[config.mk]
export PLATFORM = sky130hd
export DESIGN_NAME = gf128_reduce_pipe
export DESIGN_NICKNAME = d
export VERILOG_FILES = /design/src/rtl/gf128_reduce_pipe.sv
export SDC_FILE = /design/constraint.sdc
export NUM_CORES = 1
export LEC_CHECK = 0
export CAP_MARGIN = 10
export CORE_MARGIN = 5
export CORE_UTILIZATION = 53
export DETAILED_ROUTE_END_ITERATION = 8
export PLACE_DENSITY_LB_ADDON = 0.3
export SYNTH_ARGS = -nofsm -noshare
export SYNTH_HDL_FRONTEND = slang
export SYNTH_SLANG_ARGS = --single-unit
[constraint.sdc]
create_clock -name clk -period 20.8 [get_ports clk]
set_clock_uncertainty 0.1 [all_clocks]
set_input_delay 4.16 -clock clk [delete_from_list [all_inputs] [get_ports clk]]
set_output_delay 4.16 -clock clk [all_outputs]
set_load 0.005 [all_outputs]
[src/rtl/gf128_reduce_pipe.sv]
// gf128_reduce_pipe: two-stage pipelined reduction of a 256-bit carry-less
// product modulo P(x) = x^128 + x^7 + x^2 + x + 1, with valid/ready handshake
// on both sides and a skid-free ready path (in_ready is combinational from
// out_ready).
//
// Stage 1 folds the upper half into the lower half once, leaving a 7-bit
// overflow o; stage 2 folds o back in to produce the final 128-bit residue.
//
// Optional build macro: GF128_REDUCE_CNT_EN adds the 32-bit op_count output,
// which counts completed output transfers and wraps to 0.
module gf128_reduce_pipe (
   input  logic         clk,
   input  logic         rst,
   input  logic         in_valid,
   output logic         in_ready,
   input  logic [255:0] in_product,
   output logic         out_valid,
   input  logic         out_ready,
   output logic [127:0] out_result
`ifdef GF128_REDUCE_CNT_EN
   ,
   output logic [31:0]  op_count
`endif
);

   logic         s1_valid_q, s1_valid_d;
   logic [127:0] s1_data_q,  s1_data_d;
   logic [6:0]   s1_ovf_q,   s1_ovf_d;
   logic         s2_valid_q, s2_valid_d;
   logic [127:0] s2_data_q,  s2_data_d;

   logic         s2_load;
   logic         s1_adv;
   logic         in_fire;

   logic [127:0] hi;
   logic [127:0] lo;
   logic [134:0] fold_t;
   logic [127:0] fold_r;

   // Handshake: stage 2 takes new data when empty or draining; stage 1 frees up when it advances.
   always_comb begin
      s2_load  = !s2_valid_q || out_ready;
      s1_adv   = s1_valid_q && s2_load;
      in_ready = !s1_valid_q || s1_adv;
      in_fire  = in_valid && in_ready;
   end

   // First fold: t = H*(x^7 + x^2 + x + 1), 135 bits wide.
   always_comb begin
      hi     = in_product[255:128];
      lo     = in_product[127:0];
      fold_t = {7'b0, hi}
             ^ {6'b0, hi, 1'b0}
             ^ {5'b0, hi, 2'b0}
             ^ {hi, 7'b0};
      s1_data_d = lo ^ fold_t[127:0];
      s1_ovf_d  = fold_t[134:128];
   end

   // Second fold: the 7-bit overflow times (x^7 + x^2 + x + 1) fits in 14 bits, so no further carry.
   always_comb begin
      fold_r = s1_data_q
             ^ {121'b0, s1_ovf_q}
             ^ {120'b0, s1_ovf_q, 1'b0}
             ^ {119'b0, s1_ovf_q, 2'b0}
             ^ {114'b0, s1_ovf_q, 7'b0};
      s2_data_d = fold_r;
   end

   // Next-state valid bits for both stages.
   always_comb begin
      s1_valid_d = s1_valid_q;
      if (in_fire) begin
         s1_valid_d = 1'b1;
      end else if (s1_adv) begin
         s1_valid_d = 1'b0;
      end
      s2_valid_d = s2_load ? s1_valid_q : s2_valid_q;
   end

   // Stage 1 register: data only moves on an accepted input.
   always_ff @(posedge clk or posedge rst) begin
      if (rst) begin
         s1_valid_q <= 1'b0;
         s1_data_q  <= '0;
         s1_ovf_q   <= '0;
      end else begin
         s1_valid_q <= s1_valid_d;
         if (in_fire) begin
            s1_data_q <= s1_data_d;
            s1_ovf_q  <= s1_ovf_d;
         end
      end
   end

   // Stage 2 register: data only moves when stage 1 advances, so a stalled output stays stable.
   always_ff @(posedge clk or posedge rst) begin
      if (rst) begin
         s2_valid_q <= 1'b0;
         s2_data_q  <= '0;
      end else begin
         s2_valid_q <= s2_valid_d;
         if (s1_adv) begin
            s2_data_q <= s2_data_d;
         end
      end
   end

   assign out_valid  = s2_valid_q;
   assign out_result = s2_data_q;

`ifdef GF128_REDUCE_CNT_EN
   logic        out_fire;
   logic [31:0] op_count_q, op_count_d;

   // Completed-transfer counter, wraps naturally at 32 bits.
   always_comb begin
      out_fire   = s2_valid_q && out_ready;
      op_count_d = out_fire ? op_count_q + 32'd1 : op_count_q;
   end

   // Counter register.
   always_ff @(posedge clk or posedge rst) begin
      if (rst) begin
         op_count_q <= '0;
      end else begin
         op_count_q <= op_count_d;
      end
   end

   assign op_count = op_count_q;
`endif

endmodule

==> After elaboration in Yosys (flattened, before gate mapping) <==
Cells that the tools add are included.
W data, S select, Z words.
{ "word_totals": {"register_bits": 265, "word_cells": 22} }
{ "op_classes": {"bitwise": 8, "muxes": 2, "reduce_logical": 7} }
{ "ops": {"columns": ["cell", "count"], "rows": [
  ["$xor A130 B135 Y135", 1],
  ["$xor A129 B130 Y130", 1],
  ["$xor A128 B129 Y129", 1],
  ["$xor A128 B128 Y128", 1],
  ["$xor A128 B14 Y128", 1],
  ["$xor A128 B7 Y128", 1],
  ["$xor A128 B8 Y128", 1],
  ["$xor A128 B9 Y128", 1],
  ["$logic_and A1 B1 Y1", 2],
  ["$logic_not A1 Y1", 2],
  ["$logic_or A1 B1 Y1", 2],
  ["$mux W1", 2],
  ["$reduce_bool A2 Y1", 1]
]} }

==> Depth between registers and ports, before layout <==
Gate-level depths: netlist of the first run.
{ "logic_depth": {"word_depth": 6, "ltp_mapped": 5, "mapped_depth_nobuf": 3} }

==> Worst setup path after synthesis of the first run <==
No wires, ideal clock.
{ "synth_path": {"path_type": "input port to output port", "startpoint": "input out_ready", "endpoint": "output in_ready", "cell_stages": 1, "slack_ns": 12.145, "n_path_buf": 0, "arrival_ns": 4.395, "cell_sequence": "nand3b_2"} }
{ "synth_between": {"elab_chain_cells": 3} }
{ "synth_rtl": {"columns": ["item", "line", "source"], "rows": [
  ["start: declaration", "18", "input logic out_ready,"],
  ["$logic_or A1 B1 Y1", "43", "s2_load = !s2_valid_q || out_ready;"],
  ["$logic_and A1 B1 Y1", "44", "s1_adv = s1_valid_q && s2_load;"],
  ["$logic_or A1 B1 Y1", "45", "in_ready = !s1_valid_q || s1_adv;"],
  ["end: declaration", "15", "output logic in_ready,"]
]} }
No other way between the ends.

==> Worst setup path in the final report of the first run <==
Ends and elaborated chain as after synthesis.

==> impl_metrics.toml, run 1 <==
[critical_path]
cp_max_fo = 5
slowest_stage = "clkdlybuf4s50_1"
critPathKind = "input pin to output pin"
crit_family = "buffers and inverters"
cp_num_buf_inv = 2
arrival_ps = 5380
cpMostUsedCell = "clkdlybuf4s50_1"
cp_slowest_stage_delay_ps = 510
path_cells = "clkdlybuf4s50_1 -> nand3b_2 -> clkdlybuf4s50_1"
cp-start-kind = "input pin"
setup.worst_path.end_class = "output pin"
crit_required_ps = 16540

[timing]
timing.final.crit_share_pct = 46.34
finalSetupViolCount = 0
fmax_ghz = 0.1037
drv_slew = 0
hold_slack_ps = 384.5
min_period_ps = 9639
worst_pin_slew_ps = 1063
slew_headroom_pct = 29.12
grt_setup_unrepaired = "no"
hold_viol_final = 0
setup-tns-final_ps = 0

[yosys]
synth_top_area_share_pct = 45.56
syn-num-nets = 1171
synth_seq_area_share_pct = 45.56
ys_ff_latch = 265
syn-cell-area_um2 = 14550
synth_cells = 911
ys_types = 16
syn_avg_cell_area_um2 = 15.98
yosys.area.top_type = "dfrtp_1"
yosysWarnings = 0
netlist_top_cells_area = "dfrtp_1, xnor3_1, mux2_2, xnor2_1, mux2_1"

[grt]
gr-total-overflow = 0
grt_max_degree = 130
grt_pass1_wl_um = 53910
gr-usage-all-layers_pct = 22.12
antenna_found_initial = 4
grt_pass1_vias = 9628

[final_layout]
fillers = 1833
layout_common_cells = "clkdlybuf4s50_1, dfrtp_1, mux2_2"
area_growth_pct = 35.26
mostFrequentLayoutCell = "clkdlybuf4s50_1"
nNetsFinal = 1565
drive_above_1_share_pct = 19.18

[power]
p_seq_share_pct = 39.3
p_clk_share_pct = 24.6
p_comb_share_pct = 36.1
vdd_drop_max_uv = 74.31
switching_share_pct = 26.92
p_leak_nw = 8.728
cellPowerDensity_nw_per_um2 = 106.7
power.switching_mw = 0.5656
p_int_mw = 1.535

[floorplan]
io_pins = 390
fp.dieArea_um2 = 30870
coreArea_um2 = 27030
die_h_um = 175.7
row_count = 60
die_w_um = 175.7
start_util_pct = 53.85

[route]
avgViaCountPerCell = 5.106
wl_per_cell_um = 20.78
routed_wl_um = 34680
drt_iter0_drc = 358
drc = 0
firstDrtPassIters = 4
vias = 8522
drtAntennaViolNets = 0

[clock_tree]
post-cts-setup-buffers = 0
clkTransAtPathRegs_ps = 60
cts_buffers = 28
htree_levels = 1
cts_tree = "built"
clk_path_buf_depth = 3
cts_resized = 0
cts_root_buf = "clkbuf_16"
cts_sinks = 265
worstSkewPairLatency_ps = 520
hold_buffers = 0

[placed_design]
gp_congestion = 0.8426
place_hpwl_um = 26270
port_buffers = 389

[outcome]
status = "complete, no violations"

[worst_hold_path]
min_path_type = "flop to flop"

[run]
drv_cap = 0
## metal layers
metal | wire length [um] | GRT usage, %
met5 | 0 | 0
met4 | 862 | 6.465
met3 | 2377 | 5.101
met2 | 17380 | 37.89
met1 | 14060 | 28.34
## cell families (layout without fill, tap and decap cells)
kind of cell	Yosys count	count (layout)	share of synthesized area, %
AOI/OAI and AO/OA	4	4	0.1547
xor gates and xnor gates	346	346	32.26
muxes	261	261	20.19
buffers and inverters	29	442	1.530
other	0	4	0
DFF	265	265	45.56
and+or+nand+nor	6	6	0.2923
## registers in the layout (all words and copies together), names as in the netlist
| signal | flops |
|---|---|
| out_result | 128 |
| out_valid | 1 |
| s1_data_q | 128 |
| s1_ovf_q | 7 |
| s1_valid_q | 1 |
## area by class of cell
type | instances | area [um2] | share of cell area (%)
clock buffer | 36 | 792.0 | 4.023
tap | 341 | 426.7 | 2.167
multi-input combinational | 617 | 7727 | 39.25
inverter | 1 | 11.26 | 0.05720
antenna | 4 | 10.01 | 0.05085
clock inverter | 13 | 171.4 | 0.8707
timing repair buffer | 392 | 3916 | 19.89
sequential | 265 | 6631 | 33.68
## cell usage after synthesis, drive strengths merged
master and n:
a21oi 2, a31oi 2, buf 27, clkbuf 1, dfrtp 265, inv 1
mux2 261, nand2 2, nand2b 3, nand3b 1, xnor2 149, xnor3 121
xor2 76
## power groups by stage
| stage | Clock [mW] | Combinational (mW) | Sequential, mW |
|---|---|---|---|
| CTS | 0.529 | 0.771 | 0.827 |
| floorplan | 0 | 0.362 | 0.822 |
| finish | 0.517 | 0.758 | 0.826 |
| detailed placement | 0 | 0.765 | 0.834 |
| global placement | 0 | 0.749 | 0.821 |
| global route | 0.552 | 0.813 | 0.853 |
## worst paths after layout
path	startpoint	to	slack, ps	depth (start not counted)
min reg2reg	s1_data_q[104]	s1_data_q[104]	380	1
min	s1_data_q[104]	s1_data_q[104]	380	1
max reg2reg	s1_valid_q	s1_data_q[87]	18090	4
max in group asynchronous	rst	s1_data_q[110]	14230	4
min in group asynchronous	rst	out_result[32]	4110	2
max	out_ready	in_ready	11160	3
## per-stage QoR
stage	utilization (%)	setup WS, ps	power (mW)	cells	instance area (um2)
6_report	72.84	11160	2.101	1669	19690
2_1_floorplan	-	9243	1.184	911	14550
5_1_grt	72.84	11100	2.218	1669	19690
4_1_cts	72.81	11150	2.127	1665	19680
3_3_place_gp	69.24	11170	1.570	1616	18710
3_5_place_dp	69.24	11160	1.600	1616	18710
(Power assumes the default switching activity.)
==> inputs of run 2 (changes only) <==
--- a/config.mk
+++ b/config.mk
@@ -7,7 +7,7 @@
 export LEC_CHECK = 0
 export CAP_MARGIN = 10
 export CORE_MARGIN = 5
-export CORE_UTILIZATION = 53
+export CORE_UTILIZATION = 49
 export DETAILED_ROUTE_END_ITERATION = 8
 export PLACE_DENSITY_LB_ADDON = 0.3
 export SYNTH_ARGS = -nofsm -noshare
==> constraint.sdc (replaced) <==
create_clock -name clk -period 10.1 [get_ports clk]
set_clock_uncertainty 0.1 [all_clocks]
set_input_delay 2.02 -clock clk [delete_from_list [all_inputs] [get_ports clk]]
set_output_delay 2.02 -clock clk [all_outputs]
set_load 0.005 [all_outputs]
==> impl_metrics.toml, run 2 (same netlist as run 1, synthesis figures left out) <==
[outcome]
status = "complete, no violations"

[timing]
hold_slack_ps = 383.6
finalSetupViolCount = 0
worst_pin_slew_ps = 1061
fmax_ghz = 0.1843
grt_setup_unrepaired = "no"
drv_slew = 0
slew_headroom_pct = 29.25
timing.final.crit_share_pct = 53.72
setup-tns-final_ps = 0
min_period_ps = 5425
hold_viol_final = 0

[clock_tree]
htree_levels = 1
hold_buffers = 0
cts_buffers = 30
worstSkewPairLatency_ps = 530
clkTransAtPathRegs_ps = 50
cts_sinks = 265
clk_path_buf_depth = 3
cts_resized = 0
cts_tree = "built"
post-cts-setup-buffers = 0
cts_root_buf = "clkbuf_16"

[power]
power.switching_mw = 1.169
switching_share_pct = 26.91
p_clk_share_pct = 24.9
p_comb_share_pct = 36.0
p_leak_nw = 8.755
p_int_mw = 3.175
vdd_drop_max_uv = 128.8
p_seq_share_pct = 39.1
cellPowerDensity_nw_per_um2 = 219.5

[worst_hold_path]
min_path_type = "flop to flop"

[floorplan]
fp.dieArea_um2 = 33250
die_w_um = 182.3
start_util_pct = 49.37
coreArea_um2 = 29480
die_h_um = 182.3
row_count = 63
io_pins = 390

[placed_design]
port_buffers = 389
place_hpwl_um = 26770
place_area_um2 = 18780
dp.cells = 1666
gp_congestion = 0.8633

[critical_path]
crit_cells = 3
arrival_ps = 3310
crit_required_ps = 7980
cp_max_fo = 5
worstRegToRegCells = 4
r2r-start = "s1_valid_q"
worstSetupEndpoint = "in_ready"
r2r-end = "s1_data_q[3]"
critPathKind = "input pin to output pin"
cp-start-kind = "input pin"
cpMostUsedCell = "clkdlybuf4s50_1"
path_cells = "clkdlybuf4s50_1 -> nand3b_2 -> clkdlybuf4s50_1"
cp_num_buf_inv = 2
crit_family = "buffers and inverters"
setup.worst_path.end_class = "output pin"
slowest_stage = "clkdlybuf4s50_1"
r2r_slack_ps = 7330
startpoint = "out_ready"
cp_slowest_stage_delay_ps = 510

[grt]
antenna_found_initial = 1
gr-total-overflow = 0
grt_pass1_vias = 9544
grt_max_degree = 125
gr-usage-all-layers_pct = 20.70
grt_pass1_wl_um = 54430

[final_layout]
drive_above_1_share_pct = 19.47
layout_common_cells = "clkdlybuf4s50_1, dfrtp_1, mux2_2"
design_area_um2 = 19800
fillers = 2135
area_growth_pct = 36.01
nNetsFinal = 1568
mostFrequentLayoutCell = "clkdlybuf4s50_1"
fin_cells = 1721

[route]
drc = 0
vias = 8526
drt_iter0_drc = 245
avgViaCountPerCell = 4.954
routed_wl_um = 34710
wl_per_cell_um = 20.17
firstDrtPassIters = 4
drtAntennaViolNets = 0

[run]
drv_cap = 0
==> run 2: worst min path at each step <==
| stage | end | slack (ps) | cells past startpoint | start |
|---|---|---|---|---|
| after floorplan | s1_data_q[101] | 360 | 1 | s1_data_q[101] |
| after global placement | s1_data_q[23] | 370 | 1 | s1_data_q[23] |
| after detailed placement | s1_data_q[106] | 380 | 1 | s1_data_q[106] |
| after CTS | s1_data_q[106] | 390 | 1 | s1_data_q[106] |
| after global routing | s1_data_q[24] | 400 | 1 | s1_data_q[24] |
| final | s1_data_q[110] | 380 | 1 | s1_data_q[110] |
==> run 2: cell type report <==
cell class | instances | area (um2) | area share [%]
Multi-Input combinational cell | 617 | 7727 | 39.04
Sequential cell | 265 | 6631 | 33.50
Timing Repair Buffer | 393 | 3924 | 19.82
Clock buffer | 43 | 900.9 | 4.551
Tap cell | 390 | 488.0 | 2.465
Clock inverter | 11 | 110.1 | 0.5562
Inverter | 1 | 11.26 | 0.05689
Antenna cell | 1 | 2.502 | 0.01264
==> run 2: power groups by stage <==
stage	Sequential (mW)	Combinational, mW	Clock [mW]
2_1_floorplan	1.69	0.746	0
3_3_place_gp	1.69	1.55	0
3_5_place_dp	1.72	1.58	0
4_1_cts	1.71	1.59	1.11
5_1_grt	1.76	1.67	1.15
6_report	1.70	1.56	1.08
==> run 2: through the flow <==
step | util, % | total power, mW | setup WS [ps]
final | 67.15 | 4.344 | 4675
after global routing | 67.15 | 4.588 | 4634
after CTS | 67.14 | 4.412 | 4661
after detailed placement | 63.71 | 3.300 | 4673
after global placement | 63.71 | 3.246 | 4691
after floorplan | - | 2.439 | 683.1
==> run 2: routing by layer <==
| metal | share of wire, % | vias up | global-route usage [%] |
|---|---|---|---|
| li1 | - | 3964 | - |
| met1 | 41 | 4253 | 26.97 |
| met2 | 49 | 256 | 34.83 |
| met3 | 6.8 | 53 | 5.123 |
| met4 | 2.8 | 0 | 5.704 |
| met5 | 0 | - | 0 |
==> run 2: worst reg2reg max path, cell delays in order (launching register included) <==
cell and delay, ps:
dfrtp_1 500, nand3b_2 230, nand2_8 450, buf_4 880, mux2_1 490
==> inputs of run 3 (changes only) <==
--- a/config.mk
+++ b/config.mk
@@ -7,7 +7,7 @@
 export LEC_CHECK = 0
 export CAP_MARGIN = 10
 export CORE_MARGIN = 5
-export CORE_UTILIZATION = 49
+export CORE_UTILIZATION = 45
 export DETAILED_ROUTE_END_ITERATION = 8
 export PLACE_DENSITY_LB_ADDON = 0.3
 export SYNTH_ARGS = -nofsm -noshare
==> constraint.sdc (replaced) <==
create_clock -name clk -period 4.7 [get_ports clk]
set_clock_uncertainty 0.1 [all_clocks]
set_input_delay 0.94 -clock clk [delete_from_list [all_inputs] [get_ports clk]]
set_output_delay 0.94 -clock clk [all_outputs]
set_load 0.005 [all_outputs]
==> impl_metrics.toml, run 3 (same netlist as run 1, synthesis figures left out) <==
[outcome]
status = "complete, no violations"

[final_layout]
mostFrequentLayoutCell = "clkdlybuf4s50_1"
layout_common_cells = "clkdlybuf4s50_1, dfrtp_1, mux2_2"
fillers = 2402
multiInputGateArea_um2 = 7727
nNetsFinal = 1571
area_growth_pct = 36.97
n_antenna_cell = 0
drive_above_1_share_pct = 19.57
seqCellArea_um2 = 6631
fin_cells = 1736
design_area_um2 = 19930
fin_util_pct = 62.85

[grt]
gr-total-overflow = 0
grt_max_degree = 105
gr-usage-all-layers_pct = 18.99
grt_pass1_vias = 9600
antenna_found_initial = 0
grt_pass1_wl_um = 54570

[route]
firstDrtPassIters = 4
avgViaCountPerCell = 4.896
drc = 0
vias = 8499
routed_wl_um = 34830
drtAntennaViolNets = 0
wl_per_cell_um = 20.06
drt_iter0_drc = 291

[timing]
worst_pin_slew_ps = 671.2
hold_viol_final = 0
drv_slew = 0
setup-tns-final_ps = 0
hold_slack_ps = 382.5
fmax_ghz = 0.3114
min_period_ps = 3211
finalSetupViolCount = 0
fin_ws_ps = 1489
slew_headroom_pct = 55.26
grt_setup_unrepaired = "no"
timing.final.crit_share_pct = 68.32

[critical_path]
crit_required_ps = 3660
path_cells = "clkdlybuf4s50_1 -> nand3b_2 -> clkdlybuf4s50_1"
crit_family = "buffers and inverters"
cpMostUsedCell = "clkdlybuf4s50_1"
setup.worst_path.end_class = "output pin"
slowest_stage = "clkdlybuf4s50_1"
cp_num_buf_inv = 2
cp_max_fo = 5
cp_slowest_stage_delay_ps = 500
cp-start-kind = "input pin"
arrival_ps = 2170
critPathKind = "input pin to output pin"

[floorplan]
fp.dieArea_um2 = 36040
coreArea_um2 = 31720
row_count = 65
start_util_pct = 45.89
io_pins = 390
die_h_um = 189.8
die_w_um = 189.8

[power]
p_leak_nw = 8.807
p_int_mw = 6.972
p_clk_share_pct = 26.1
vdd_drop_max_uv = 279.7
power_mw = 9.495
switching_share_pct = 26.57
p_comb_share_pct = 35.3
p_seq_share_pct = 38.6
power.switching_mw = 2.522
cellPowerDensity_nw_per_um2 = 476.3

[placed_design]
gp_congestion = 0.8666
port_buffers = 389
place_hpwl_um = 26960
dp_slack_ps = 1442
place_area_um2 = 18870
dp.cells = 1682

[clock_tree]
cts_tree = "built"
cts_resized = 0
cts_root_buf = "clkbuf_16"
cts_buffers = 29
hold_buffers = 0
htree_levels = 1
clk_path_buf_depth = 3
clkTransAtPathRegs_ps = 50
post-cts-setup-buffers = 0
worstSkewPairLatency_ps = 540
cts_sinks = 265

[worst_hold_path]
min_path_type = "flop to flop"

[run]
drv_cap = 0
==> run 3: cell types whose count changed in the layout (fill, tap and decap cells not counted) <==
cell / before / now
buf_12: 0 / 4
clkinv_2: 7 / 4
inv_8: 1 / 0
inv_6: 0 / 1
clkbuf_8: 8 / 7
bufinv_16: 2 / 6
clkbuf_1: 4 / 6
clkbuf_16: 31 / 29
diode_2: 1 / 0
==> run 3: layer usage <==
layer	wire length, um	vias up	track usage, %	share of wire (%)
met1	14540	4223	24.62	42
met5	0	-	0	0
met3	2215	51	4.330	6.4
met4	837	0	4.591	2.4
li1	-	3969	-	-
met2	17240	256	32.62	49
==> run 3: area by class of cell <==
type | count | share of cell area [%]
clock inverter | 12 | 1.086
timing repair buffer | 397 | 20.09
multi-input combinational | 617 | 38.76
sequential | 265 | 33.27
clock buffer | 42 | 4.237
inverter | 1 | 0.03766
tap | 402 | 2.523
==> run 3: worst paths after layout <==
kind / from / endpoint / slack, ps / cells after the start
worst max register to register: s1_valid_q / s1_data_q[53] / 2390 / 4
max in group asynchronous: rst / s1_data_q[96] / 2860 / 3
min in group asynchronous: rst / out_result[29] / 730 / 2
worst max-delay path: out_ready / in_ready / 1490 / 3
worst min register to register: s1_data_q[23] / s1_data_q[23] / 380 / 1
worst min-delay path: s1_data_q[23] / s1_data_q[23] / 380 / 1
==> run 3: power by group through the flow <==
stage	sequential, mW	combinational [mW]	clock [mW]
after global placement	3.66	3.34	0
after global routing	3.78	3.60	2.65
after floorplan	3.64	1.60	0
after detailed placement	3.71	3.40	0
final	3.66	3.35	2.48
after CTS	3.67	3.42	2.56
